===== src/rtl/tl_ul_arbiter_2to1.sv =====
// Two-master to one-slave TileLink-UL arbiter.
// Master 0 is the instruction port and master 1 is the data port. One A beat
// is granted at a time with round-robin priority, registered, and sent to the
// slave. The single outstanding response is then routed back to its owner.
// Optional response watchdog: define TLUL_ARB_TIMEOUT_EN.
module tl_ul_arbiter_2to1 #(
  parameter int ADDR_W         = 12,
  parameter int DATA_W         = 32,
  parameter int TIMEOUT_CYCLES = 255
) (
  input  logic                  clk,
  input  logic                  reset,
  input  logic [1:0]            m_a_valid_i,
  input  logic [5:0]            m_a_opcode_i,
  input  logic [2*ADDR_W-1:0]   m_a_address_i,
  input  logic [2*DATA_W-1:0]   m_a_data_i,
  input  logic [3:0]            m_a_size_i,
  input  logic [3:0]            m_a_mask_i,
  output logic [1:0]            m_a_ready_o,
  output logic [1:0]            m_d_valid_o,
  output logic [2:0]            m_d_opcode_o,
  output logic [1:0]            m_d_size_o,
  output logic [DATA_W-1:0]     m_d_data_o,
  input  logic [1:0]            m_d_ready_i,
  output logic                  s_a_valid_o,
  output logic [2:0]            s_a_opcode_o,
  output logic [ADDR_W-1:0]     s_a_address_o,
  output logic [DATA_W-1:0]     s_a_data_o,
  output logic [1:0]            s_a_size_o,
  output logic [1:0]            s_a_mask_o,
  input  logic                  s_a_ready_i,
  input  logic                  s_d_valid_i,
  input  logic [2:0]            s_d_opcode_i,
  input  logic [1:0]            s_d_size_i,
  input  logic [DATA_W-1:0]     s_d_data_i,
  output logic                  s_d_ready_o,
  output logic                  timeout_o
);

  typedef enum logic [1:0] {
    IDLE = 2'd0,
    REQ  = 2'd1,
    RESP = 2'd2
  } state_e;

  state_e              state_q, state_d;
  logic                owner_q, owner_d;
  logic                last_grant_q, last_grant_d;
  logic [2:0]          s_a_opcode_q, s_a_opcode_d;
  logic [ADDR_W-1:0]   s_a_address_q, s_a_address_d;
  logic [DATA_W-1:0]   s_a_data_q, s_a_data_d;
  logic [1:0]          s_a_size_q, s_a_size_d;
  logic [1:0]          s_a_mask_q, s_a_mask_d;

  logic                any_req;
  logic                winner;
  logic [2:0]          win_opcode;
  logic [ADDR_W-1:0]   win_address;
  logic [DATA_W-1:0]   win_data;
  logic [1:0]          win_size;
  logic [1:0]          win_mask;

`ifdef TLUL_ARB_TIMEOUT_EN
  localparam int CNT_W = ($clog2(TIMEOUT_CYCLES + 1) > 8) ? $clog2(TIMEOUT_CYCLES + 1) : 8;
  localparam logic [CNT_W-1:0] CNT_LIMIT = CNT_W'(TIMEOUT_CYCLES);
  localparam logic [DATA_W-1:0] ERR_DATA = DATA_W'(32'hDEAD_BEEF);

  logic [CNT_W-1:0]    cnt_q, cnt_d;
  logic                timeout_q, timeout_d;
`endif

  // Round-robin pick: a lone requester wins, a tie goes to the master not granted last.
  always_comb begin
    any_req     = |m_a_valid_i;
    winner      = (&m_a_valid_i) ? ~last_grant_q : m_a_valid_i[1];
    win_opcode  = winner ? m_a_opcode_i[5:3] : m_a_opcode_i[2:0];
    win_address = winner ? m_a_address_i[2*ADDR_W-1:ADDR_W] : m_a_address_i[ADDR_W-1:0];
    win_data    = winner ? m_a_data_i[2*DATA_W-1:DATA_W] : m_a_data_i[DATA_W-1:0];
    win_size    = winner ? m_a_size_i[3:2] : m_a_size_i[1:0];
    win_mask    = winner ? m_a_mask_i[3:2] : m_a_mask_i[1:0];
  end

  // Next-state and output decode for the IDLE/REQ/RESP transaction sequencer.
  always_comb begin
    state_d       = state_q;
    owner_d       = owner_q;
    last_grant_d  = last_grant_q;
    s_a_opcode_d  = s_a_opcode_q;
    s_a_address_d = s_a_address_q;
    s_a_data_d    = s_a_data_q;
    s_a_size_d    = s_a_size_q;
    s_a_mask_d    = s_a_mask_q;
    m_a_ready_o   = 2'b00;
    m_d_valid_o   = 2'b00;
    m_d_opcode_o  = 3'd0;
    m_d_size_o    = 2'd0;
    m_d_data_o    = '0;
    s_a_valid_o   = 1'b0;
    s_d_ready_o   = 1'b0;
`ifdef TLUL_ARB_TIMEOUT_EN
    cnt_d         = cnt_q;
    timeout_d     = timeout_q;
`endif
    case (state_q)
      IDLE: begin
        // Ready is gated by reset so an asserted reset never shows a grant.
        if (any_req && reset) begin
          m_a_ready_o[winner] = 1'b1;
          s_a_opcode_d        = win_opcode;
          s_a_address_d       = win_address;
          s_a_data_d          = win_data;
          s_a_size_d          = win_size;
          s_a_mask_d          = win_mask;
          owner_d             = winner;
          last_grant_d        = winner;
          state_d             = REQ;
        end
      end
      REQ: begin
        s_a_valid_o = 1'b1;
`ifdef TLUL_ARB_TIMEOUT_EN
        cnt_d       = '0;
`endif
        if (s_a_ready_i) begin
          state_d = RESP;
        end
      end
      RESP: begin
`ifdef TLUL_ARB_TIMEOUT_EN
        if (cnt_q == CNT_LIMIT) begin
          // Slave gave up on: answer locally and ignore the slave from now on.
          m_d_valid_o[owner_q] = 1'b1;
          m_d_opcode_o         = (s_a_opcode_q == 3'd4) ? 3'd1 : 3'd0;
          m_d_size_o           = s_a_size_q;
          m_d_data_o           = ERR_DATA;
          timeout_d            = 1'b1;
          if (m_d_ready_i[owner_q]) begin
            state_d = IDLE;
          end
        end else begin
          m_d_valid_o[owner_q] = s_d_valid_i;
          m_d_opcode_o         = s_d_opcode_i;
          m_d_size_o           = s_d_size_i;
          m_d_data_o           = s_d_data_i;
          s_d_ready_o          = m_d_ready_i[owner_q];
          if (!s_d_valid_i) begin
            cnt_d = cnt_q + 1'b1;
          end
          if (s_d_valid_i && m_d_ready_i[owner_q]) begin
            state_d = IDLE;
          end
        end
`else
        m_d_valid_o[owner_q] = s_d_valid_i;
        m_d_opcode_o         = s_d_opcode_i;
        m_d_size_o           = s_d_size_i;
        m_d_data_o           = s_d_data_i;
        s_d_ready_o          = m_d_ready_i[owner_q];
        if (s_d_valid_i && m_d_ready_i[owner_q]) begin
          state_d = IDLE;
        end
`endif
      end
      default: begin
        state_d = IDLE;
      end
    endcase
  end

  // Sequencer state, ownership, round-robin history and the registered A beat.
  always_ff @(posedge clk or negedge reset) begin
    if (!reset) begin
      state_q       <= IDLE;
      owner_q       <= 1'b0;
      last_grant_q  <= 1'b1;
      s_a_opcode_q  <= 3'd0;
      s_a_address_q <= '0;
      s_a_data_q    <= '0;
      s_a_size_q    <= 2'd0;
      s_a_mask_q    <= 2'd0;
    end else begin
      state_q       <= state_d;
      owner_q       <= owner_d;
      last_grant_q  <= last_grant_d;
      s_a_opcode_q  <= s_a_opcode_d;
      s_a_address_q <= s_a_address_d;
      s_a_data_q    <= s_a_data_d;
      s_a_size_q    <= s_a_size_d;
      s_a_mask_q    <= s_a_mask_d;
    end
  end

`ifdef TLUL_ARB_TIMEOUT_EN
  // Watchdog counter and its sticky flag.
  always_ff @(posedge clk or negedge reset) begin
    if (!reset) begin
      cnt_q     <= '0;
      timeout_q <= 1'b0;
    end else begin
      cnt_q     <= cnt_d;
      timeout_q <= timeout_d;
    end
  end

  assign timeout_o = timeout_q;
`else
  assign timeout_o = 1'b0;
`endif

  assign s_a_opcode_o  = s_a_opcode_q;
  assign s_a_address_o = s_a_address_q;
  assign s_a_data_o    = s_a_data_q;
  assign s_a_size_o    = s_a_size_q;
  assign s_a_mask_o    = s_a_mask_q;

endmodule


===== config.mk =====
export PLATFORM = sky130hd
export DESIGN_NAME = tl_ul_arbiter_2to1
export DESIGN_NICKNAME = d
export VERILOG_FILES = /design/src/rtl/tl_ul_arbiter_2to1.sv
export SDC_FILE = /design/constraint.sdc
export NUM_CORES = 1
export LEC_CHECK = 0
export ABC_AREA = 1
export CAP_MARGIN = 15
export CORE_UTILIZATION = 38
export CTS_BUF_LIST = sky130_fd_sc_hd__clkbuf_8
export DETAILED_ROUTE_END_ITERATION = 12
export GPL_TIMING_DRIVEN = 0
export HOLD_SLACK_MARGIN = 0.1
export PLACE_DENSITY = 0.95
export SETUP_SLACK_MARGIN = 0.2
export SLEW_MARGIN = 20
export SYNTH_ARGS = -nofsm -noshare
export SYNTH_HDL_FRONTEND = slang
export SYNTH_SLANG_ARGS = --single-unit

===== constraint.sdc =====
create_clock -name clk -period 2.6 [get_ports clk]
set_input_delay 0.52 -clock clk [delete_from_list [all_inputs] [get_ports clk]]
set_output_delay 0.52 -clock clk [all_outputs]
set_load 0.03 [all_outputs]

### Word-level counts from Yosys, hierarchy flattened

Index checks and enable logic that the tools add are counted.

* bits in registers: 55
* input port bits: 147
* output and inout bits: 95
* word-level logic and storage cells: 52

* order comparisons: 4
* eq/ne operators: 5
* muxes and demuxes: 24
* bitwise logic cells: 2
* reduce and logical (&&, ||, !) cells: 9

Operators with widths (count)
* two-way mux 32 bit: 2
* two-way mux 2 bit: 9
* two-way mux 12 bit: 1
* two-way mux 1 bit: 7
* two-way mux 3 bit: 2
* != test 2 bit, second input constant: 3
* one-hot mux 2 bit (3 select lines): 1
* logical AND 1 bit: 4
* less-than comparator 1 x 2 -> 1 bit, second input constant: 2
* AND reduction 2 bit: 2
* AND reduction 3 bit: 1
* bitwise AND 2 bit: 1
* demux 1 bit (select 1 bit): 2
* equality test 2 x 1 -> 1 bit, second input constant: 1
* equality test 2 bit, second input constant: 1
* greater-or-equal comparator 1 bit, second input constant: 2
* zero test 2 bit: 1
* OR reduction 2 bit: 1
* NOT 1 bit: 1

### Longest topological paths before layout

Gate-level depths: netlist of the first run.

* word-level depth: 8
* mapped depth: 7
* mapped depth without buffers: 6

### Worst setup path after synthesis of the first run

OpenSTA, ideal clock, no wires.

* path kind: input -> output
* from: in m_a_valid_i[1]
* to: out m_a_ready_o[0]
* arrival: 1452 ps
* data required time: 2080 ps
* path slack: 628 ps
* stages: 6
* buffers on the path: 2
* cell sequence: buf_6 nor2_4 nor2_2 nand2_4 buf_2 nor2_1

* cells in the longest elaborated chain, start to end: 8
* elaborated cells on any way between the ends: 11

Ends and longest elaborated chain
* start: declaration: line 13 `input logic [1:0] m_a_valid_i,`
* AND reduction 2 bit: line 75 `winner = (&m_a_valid_i) ? ~last_grant_q : m_a_valid_i[1];`
* two-way mux 1 bit: line 75
* less-than comparator 1 x 2 -> 1 bit (implied by the code) / greater-or-equal comparator 1 bit (equally long branches): line 108 `m_a_ready_o[winner] = 1'b1;`
* logical AND 1 bit (implied by the code): line 108
* two-way mux 1 bit (implied by the code): line 108
* demux 1 bit (select 1 bit): line 108
* two-way mux 2 bit (*): line 107 `if (any_req && reset) begin`
* two-way mux 2 bit (*): line 104 `case (state_q)`
* end: declaration: line 19 `output logic [1:0] m_a_ready_o,`

Every way passes the cells marked *; elsewhere a longest branch is shown, timed or not.

### Worst setup path after layout of the first run

* from: in m_a_valid_i[0]
* to: out m_a_ready_o[0]

The elaborated chain is that of the path after synthesis.

==> results by group, run 1 <==
Run status
  – Status: finished, final reports clean

Critical path
  – Crit Path Class: input port to output port
  – Flop-to-flop setup slack: ~1.3 ns
  – Critical Path Slowest Stage Cell: clkdlybuf4s15_2
  – CP Cell Sequence: dlygate4sd2_1 > nor2_4 > nor2_2 > nand2_4 > buf_2 > nor2_1 > clkdlybuf4s15_2
  – Worst Path Required: between 2 and 2.5 ns
  – R2r startpoint: state_q[1]
  – Worst setup path end: m_a_ready_o[0]
  – Critical Path End Type: output port
  – CP Max Fanout: 10
  – R2r endpoint: s_a_size_o[1]
  – CP startpoint kind: input port
  – FF-to-FF path depth: 7
  – Setup crit start: m_a_valid_i[0]
  – Worst Path Arrival: 1.79 ns
  – CP peak stage delay: 0.31 ns

Pwr
  – Sw Share: between 40% and 50%
  – Total power per unit cell area: about 1000 nW/um^2
  – Clock Power Share: between 10% and 20%
  – Reg power frac: between 20% and 30%
  – Max IR drop VDD: 0.000560 V
  – Logic pwr share: roughly 63%
  – Leak: 3.25 nW
  – Switching pwr: approximately 2.8 mW
  – Pint: 3.09 mW

Floorplanning
  – Die Ht: roughly 94 microns
  – Die W: approximately 94 microns
  – CORE AREA: around 8300 sq um
  – I/O Pins: approximately 240
  – # rows: 33
  – Initial Util: roughly 39%
  – Die area: roughly 9000 sq um

Clock network
  – Cts bufs inserted: 5
  – Clock tree from TritonCTS: yes
  – Sink Count: 55
  – Max Buffers Root-to-Sink: 2
  – H-tree depth: 2
  – Later-pin clock latency in the skew report: ~0.3 ns
  – CTS root buffer: clkbuf_8
  – Clock transition at path regs: around 0.10 ns

Detailed routing
  – Wire length on met2: 6150 microns
  – DR WL met3: 831 microns
  – WL met1: ~4300 microns
  – 1st-iter DRT viols: approximately 160
  – Drt drc: 0
  – Drt wl/cell: around 14 microns
  – Routed Wire Length: 11700 microns
  – Drt first pass iters: 4
  – DR top layer: met4
  – Via count: roughly 4000
  – DRT antenna net count: 0
  – Vias per inst: 4.67

Logic synthesis
  – Number of synthesized flops with an enable pin: 0
  – Post-Syn Nets: 648
  – Post-synthesis instance total: approximately 500
  – Cell variety after synth: 19
  – Synth area leaders: dfrtp_1, nand2_1, nand3_1, inv_1, nor2_1
  – Syn avg cell area: 6.48 sq um
  – Post-synth top area share: 41.7%
  – Top_reg_cell synth: dfrtp_1
  – Mapped cell area: around 3200 sq um
  – Synth warnings: 0
  – Yosys reg bits: 55
  – Asr flop ratio synth: 100%
  – Register area share after synthesis: a little over two fifths
  – Yosys top cell by area: dfrtp_1

Global route
  – Largest net degree at the start of global routing: 55
  – Global route overflow: 0
  – GRT Resource Usage Total: 26.3%
  – First-pass GRT wire length: between 15000 and 20000 microns
  – Initial antenna violation count: 2
  – Vias in the first global route: 3922

Place
  – Dpl cell area: 5770 sq um
  – Final HPWL DP: 9340 microns
  – Placed Instances: 845
  – Place WS: -0.509 ns
  – # port buffers: 239
  – Gpl congestion: between 0.8 and 0.9

Timing
  – Fmax: ~0.43 GHz
  – Post-Route Setup TNS: 0 ns
  – Clock Skews: approximately 0.0027 ns
  – Final Hold Vio Count: 0
  – Setup violations, final: 0
  – Slew Viols, Final: 0
  – Fin crit period: 2.31 ns
  – Unrepaired setup endpoints after global routing: false
  – Final Cycle Share: just under 90%
  – Setup WS post-layout: 0.291 ns

Layout
  – Final net count: between 800 and 900
  – Layout area overhead: 82.2%
  – Ratio of cells with drive above 1 in the final layout: 6.51%
  – Final Cell Area: approximately 5900 sq um
  – Non-Filler Instances: 860
  – Fillers: ~640

Hold path
  – Hold Crit Class: input port to async pin

Run
  – Max Cap Violations: 0
[sequential cells by signal, summed over array words and instances, names as in the netlist]
signal	cells
s_a_data_o	32
s_a_address_o	12
s_a_opcode_o	3
s_a_mask_o	2
s_a_size_o	2
state_q	2
last_grant_q	1
owner_q	1
[through the flow]
step / hold WS, ns / util, % / total power, mW
2_1_floorplan: 0.224 / - / 3.68
3_3_place_gp: 0.460 / 69.8 / 5.29
3_5_place_dp: 0.463 / 69.8 / 5.38
4_1_cts: 0.145 / 71.3 / 5.89
5_1_grt: 0.136 / 71.6 / 6.25
6_report: 0.152 / 71.6 / 5.89
[power groups by stage]
| stage | clock network, mW | registers [mW] | logic (mW) |
|---|---|---|---|
| 2_1_floorplan | 0 | 2.36 | 1.32 |
| 3_3_place_gp | 0 | 1.55 | 3.74 |
| 3_5_place_dp | 0 | 1.57 | 3.80 |
| 4_1_cts | 0.603 | 1.57 | 3.72 |
| 5_1_grt | 0.627 | 1.63 | 4.00 |
| 6_report | 0.591 | 1.57 | 3.73 |
[cell usage in the layout, fill, tap and decap left out]
| master | n |
|---|---|
| a21oi_1 | 1 |
| buf_12 | 1 |
| buf_16 | 1 |
| buf_2 | 11 |
| buf_4 | 11 |
| buf_6 | 6 |
| bufinv_16 | 1 |
| clkbuf_1 | 8 |
| clkbuf_2 | 1 |
| clkbuf_8 | 6 |
| clkdlybuf4s15_1 | 1 |
| clkdlybuf4s15_2 | 1 |
| clkdlybuf4s50_1 | 195 |
| clkinv_2 | 1 |
| conb_1 | 1 |
| dfrtp_1 | 54 |
| dfstp_2 | 1 |
| diode_2 | 2 |
| dlygate4sd2_1 | 39 |
| inv_1 | 43 |
| inv_2 | 1 |
| nand2_1 | 269 |
| nand2_4 | 3 |
| nand3_1 | 51 |
| nor2_1 | 39 |
| nor2_2 | 1 |
| nor2_4 | 3 |
| nor3_1 | 2 |
| o31ai_1 | 1 |
[critical path, delay by kind of cell]
kind	cells	cell delay (ns)
buffers and inverters	3	0.83
and+or+nand+nor	4	0.43
[final cells by class]
class | count | area [sq um] | area share, %
Timing Repair Buffer | 244 | 2400 | 40.6
Inverter | 44 | 165 | 2.79
Multi-Input combinational cell | 371 | 1510 | 25.6
Clock inverter | 2 | 35.0 | 0.593
Antenna cell | 2 | 5.00 | 0.0847
Sequential cell | 55 | 1380 | 23.3
Tap cell | 105 | 131 | 2.22
Buffer | 31 | 200 | 3.39
Clock buffer | 6 | 82.6 | 1.40
[worst min path at each step]
| stage | startpoint | endpoint | depth (start not counted) |
|---|---|---|---|
| after floorplan | reset | owner_q | 0 |
| after global placement | s_a_address_o[6] | s_a_address_o[6] | 2 |
| after detailed placement | last_grant_q | last_grant_q | 2 |
| after CTS | reset | last_grant_q | 1 |
| after global routing | reset | last_grant_q | 1 |
| final | reset | last_grant_q | 1 |
[cell families (layout without fill, tap and decap cells)]
kind of cell	count (synthesis)	count (layout)	synth area share (%)
other	1	3	0.116
buffers and inverters	75	327	11.3
AND/OR/NAND/NOR	368	368	45.8
AO/OA/AOI/OAI	2	2	0.386
flip-flops	55	55	42.5
[metal layers]
| layer | GRT usage (%) | vias up |
|---|---|---|
| met1 | 26.6 | 1810 |
| met3 | 5.64 | 32 |
| met2 | 51.4 | 179 |
| li1 | - | 1994 |
| met4 | 10.5 | 0 |
| met5 | 0 | - |
[synthesized netlist by cell type, types with 2 or more instances]
library cell,instances
buf_2,10
nor2_4,3
nand2_1,269
dfrtp_1,54
nor2_1,39
nand2_2,2
buf_6,6
buf_4,7
clkbuf_1,8
nor3_1,2
nand3_1,51
inv_1,43
[repair_timing]
item,CTS,global route
pin swaps,0,1
resized for setup,52,5
hold buffers,1,0
endpoints found under the hold margin,54,0
setup endpoints to repair,42,3
buffers inserted,0,4
(Power assumes the default switching activity.)
==> inputs of run 2 (changes only) <==
--- a/config.mk
+++ b/config.mk
@@ -5,11 +5,11 @@
 export SDC_FILE = /design/constraint.sdc
 export NUM_CORES = 1
 export LEC_CHECK = 0
-export ABC_AREA = 1
 export CAP_MARGIN = 15
-export CORE_UTILIZATION = 38
+export CORE_AREA = 2 2 94 96
 export CTS_BUF_LIST = sky130_fd_sc_hd__clkbuf_8
 export DETAILED_ROUTE_END_ITERATION = 12
+export DIE_AREA = 0 0 96 98
 export GPL_TIMING_DRIVEN = 0
 export HOLD_SLACK_MARGIN = 0.1
 export PLACE_DENSITY = 0.95
==> run 2 against run 1 <==
Compared with the run above:
- critical path depth down 2
- via count fell by 13%
- die area rose by 5.6%
- largest power group unchanged
==> results by group, run 2 <==
Run status
  – Status: finished, final reports clean

Floorplanning
  – Initial Util: 35.4% (-3.8 points)
  – CORE AREA: 8470 sq um (+2.5%)
  – Die Ht: 98 microns (+3.8%)
  – Die area: 9410 sq um (+5.6%)
  – # rows: 34 (+3.0%)
  – I/O Pins: 242 (unchanged)
  – Die W: 96 microns (+1.7%)

Timing
  – Final Cycle Share: 92.7% (+3.8 points)
  – Slew Viols, Final: 0 (unchanged)
  – Measured slew at the worst slew-check pin: 0.710 ns
  – Clock Skews: 0.00527 ns (+0.00254 ns)
  – Rel. slew slack: 52.3%
  – Fmax: 0.415 GHz (-4.2%)
  – Final Hold Vio Count: 0 (unchanged)
  – Setup violations, final: 0 (unchanged)
  – Hold WS: 0.161 ns (+0.00877 ns)
  – Fin crit period: 2.41 ns (+0.100 ns)
  – Unrepaired setup endpoints after global routing: true

Logic synthesis
  – Syn avg cell area: 9.87 sq um (+52%)
  – Yosys top cell by area: dfrtp_1
  – Synth area leaders: dfrtp_1, a221o_1, and2_1, nand2_1, nor3_1
  – Most frequent cells after synthesis: nand2_1, dfrtp_1, a221o_1
  – Synth warnings: 0 (unchanged)
  – Post-synth top area share: 45.0% (+3.4 points)
  – Post-synthesis instance total: 304 (-39%)
  – Top_reg_cell synth: dfrtp_1
  – Register area share after synthesis: 45.9% (+3.5 points)
  – Number of synthesized flops with an enable pin: 0 (unchanged)
  – Mapped cell area: 3000 sq um (-7.5%)
  – Yosys reg bits: 55 (unchanged)
  – Top-count cell post-synth: nand2_1
  – Cell variety after synth: 26 (+7)
  – Post-Syn Nets: 451 (-30%)
  – Asr flop ratio synth: 100% (unchanged)

Clock network
  – Later-pin clock latency in the skew report: 0.30 ns (about the same)
  – Clock tree from TritonCTS: yes
  – Sink Count: 55 (unchanged)
  – Clock transition at path regs: 0.09 ns (about the same)
  – Max Buffers Root-to-Sink: 2 (unchanged)
  – CTS root buffer: clkbuf_8
  – H-tree depth: 2 (unchanged)
  – Cts bufs inserted: 5 (unchanged)

Detailed routing
  – Drt drc: 0 (unchanged)
  – Routed Wire Length: 11600 microns (-0.53%)
  – DRT antenna net count: 0 (unchanged)
  – WL met1: 4300 microns (+0.70%)
  – 1st-iter DRT viols: 82 (-47%)
  – Via count: 3484 (-13%)
  – DR WL met3: 907 microns (+9.1%)
  – Wire length on met2: 6220 microns (+1.1%)
  – Drt wl/cell: 17.6 microns (+30%)
  – Vias per inst: 5.28 (+13%)
  – DR top layer: met4
  – Drt first pass iters: 4 (unchanged)

Global route
  – First-pass GRT wire length: 17800 microns (-2.0%)
  – GRT Resource Usage Total: 24.1% (-2.2 points)
  – Vias in the first global route: 3617 (-7.8%)
  – Largest net degree at the start of global routing: 55 (unchanged)
  – Global route overflow: 0 (unchanged)
  – Initial antenna violation count: 0 (-2)

Critical path
  – Critical Path End Type: output port
  – CP startpoint kind: flop
  – CP Max Fanout: 10 (unchanged)
  – Flop-to-flop setup slack: 0.83 ns (-0.42 ns)
  – Crit Path Class: flop to output port
  – R2r startpoint: state_q[0]
  – R2r endpoint: s_a_data_o[1]
  – Worst Path Required: 2.08 ns (about the same)
  – Worst Path Arrival: 1.89 ns (+0.10 ns)
  – FF-to-FF path depth: 4 (-3)

Layout
  – Max reg flops: 32 (unchanged)
  – Fillers: 672 (+5.8%)
  – Final net count: 699 (-22%)
  – Layout area overhead: 88.2%
  – Diodes inserted: 0 (-2)
  – Non-Filler Instances: 660 (-23%)
  – Post-layout util: 66.7% (-4.9 points)
  – Most frequent cells in the layout: clkdlybuf4s50_1, nand2_1, dfrtp_1
  – Most common cell after layout, fill and taps aside: clkdlybuf4s50_1
  – Ratio of cells with drive above 1 in the final layout: 9.42% (+2.9 points)

Run
  – Max Cap Violations: 0 (unchanged)

Place
  – # port buffers: 239 (unchanged)
  – Gpl congestion: 0.802 (-3.2%)
  – Final HPWL DP: 8820 microns (-5.6%)
  – Placed Instances: 651 (-23%)

Pwr
  – Leak: 2.50 nW (-23%)
  – Max IR drop VDD: 0.000437 V (-22%)
  – Total power per unit cell area: 997 nW/um^2 (about the same)

Hold path
  – Hold Crit Class: input port to async pin
run 2: final cells by class:
cell class,count,area (sq um),area share [%]
multi-input combinational,211,1370,24.3
clock buffer,5,68.8,1.22
sequential,55,1380,24.4
tap,108,135,2.39
buffer,34,248,4.39
timing repair buffer,241,2390,42.3
inverter,4,15.0,0.266
clock inverter,2,37.5,0.665
run 2: worst max-delay path, cell delays in order (launching register included):
cell and delay (ns):
dfrtp_1 0.40, or3b_1 0.39, buf_6 0.16, buf_6 0.16
nor3b_4 0.31, buf_6 0.18
run 2: report_power, final:
group	internal [mW]	total, mW	switching, mW
Combinational	1.58	3.56	1.98
Sequential	1.26	1.52	0.256
Clock	0.282	0.553	0.271
run 2: metrics by stage:
stage               power (mW)  setup TNS [ns]  worst slack, ns  instance area [sq um]
floorplan                 3.56               0            0.551                   3000
global placement          5.08         -129.30            -2.53                   5530
detailed placement        5.15           -1.33           -0.775                   5530
CTS                       5.63               0           0.0189                   5630
global route              5.91               0            0.117                   5650
finish                    5.63               0            0.191                   5650
run 2: how the worst max path moves through the flow:
stage / start / to / slack [ns] / cells past startpoint
5_1_grt: state_q[0] / m_a_ready_o[0] / 0.12 / 5
2_1_floorplan: reset / m_a_ready_o[0] / 0.55 / 4
3_5_place_dp: reset / m_a_ready_o[0] / -0.77 / 6
3_3_place_gp: reset / m_a_ready_o[0] / -2.53 / 6
6_report: state_q[0] / m_a_ready_o[0] / 0.19 / 5
4_1_cts: m_a_valid_i[1] / m_a_ready_o[0] / 0.02 / 6
run 2: cell families after synthesis:
| family | Yosys count | share of synthesized area [%] |
|---|---|---|
| simple gates | 153 | 27.5 |
| other cells | 1 | 0.125 |
| compound gates | 56 | 17.8 |
| buf+inv | 38 | 8.30 |
| flops | 55 | 45.9 |
| mux | 1 | 0.334 |
run 2: per-layer routing:
layer / vias up / GRT usage [%]
li1: 1590 / -
met1: 1686 / 27.4
met2: 194 / 44.3
met3: 14 / 5.32
met4: 0 / 6.37
met5: - / 0
run 2: timing repair:
item,4_1_cts,5_1_grt
setup buffers,0,1
setup endpoints to repair,42,14
pin swaps,0,1
hold buffers,1,0
endpoints found under the hold margin,54,0
gates resized for setup,56,14
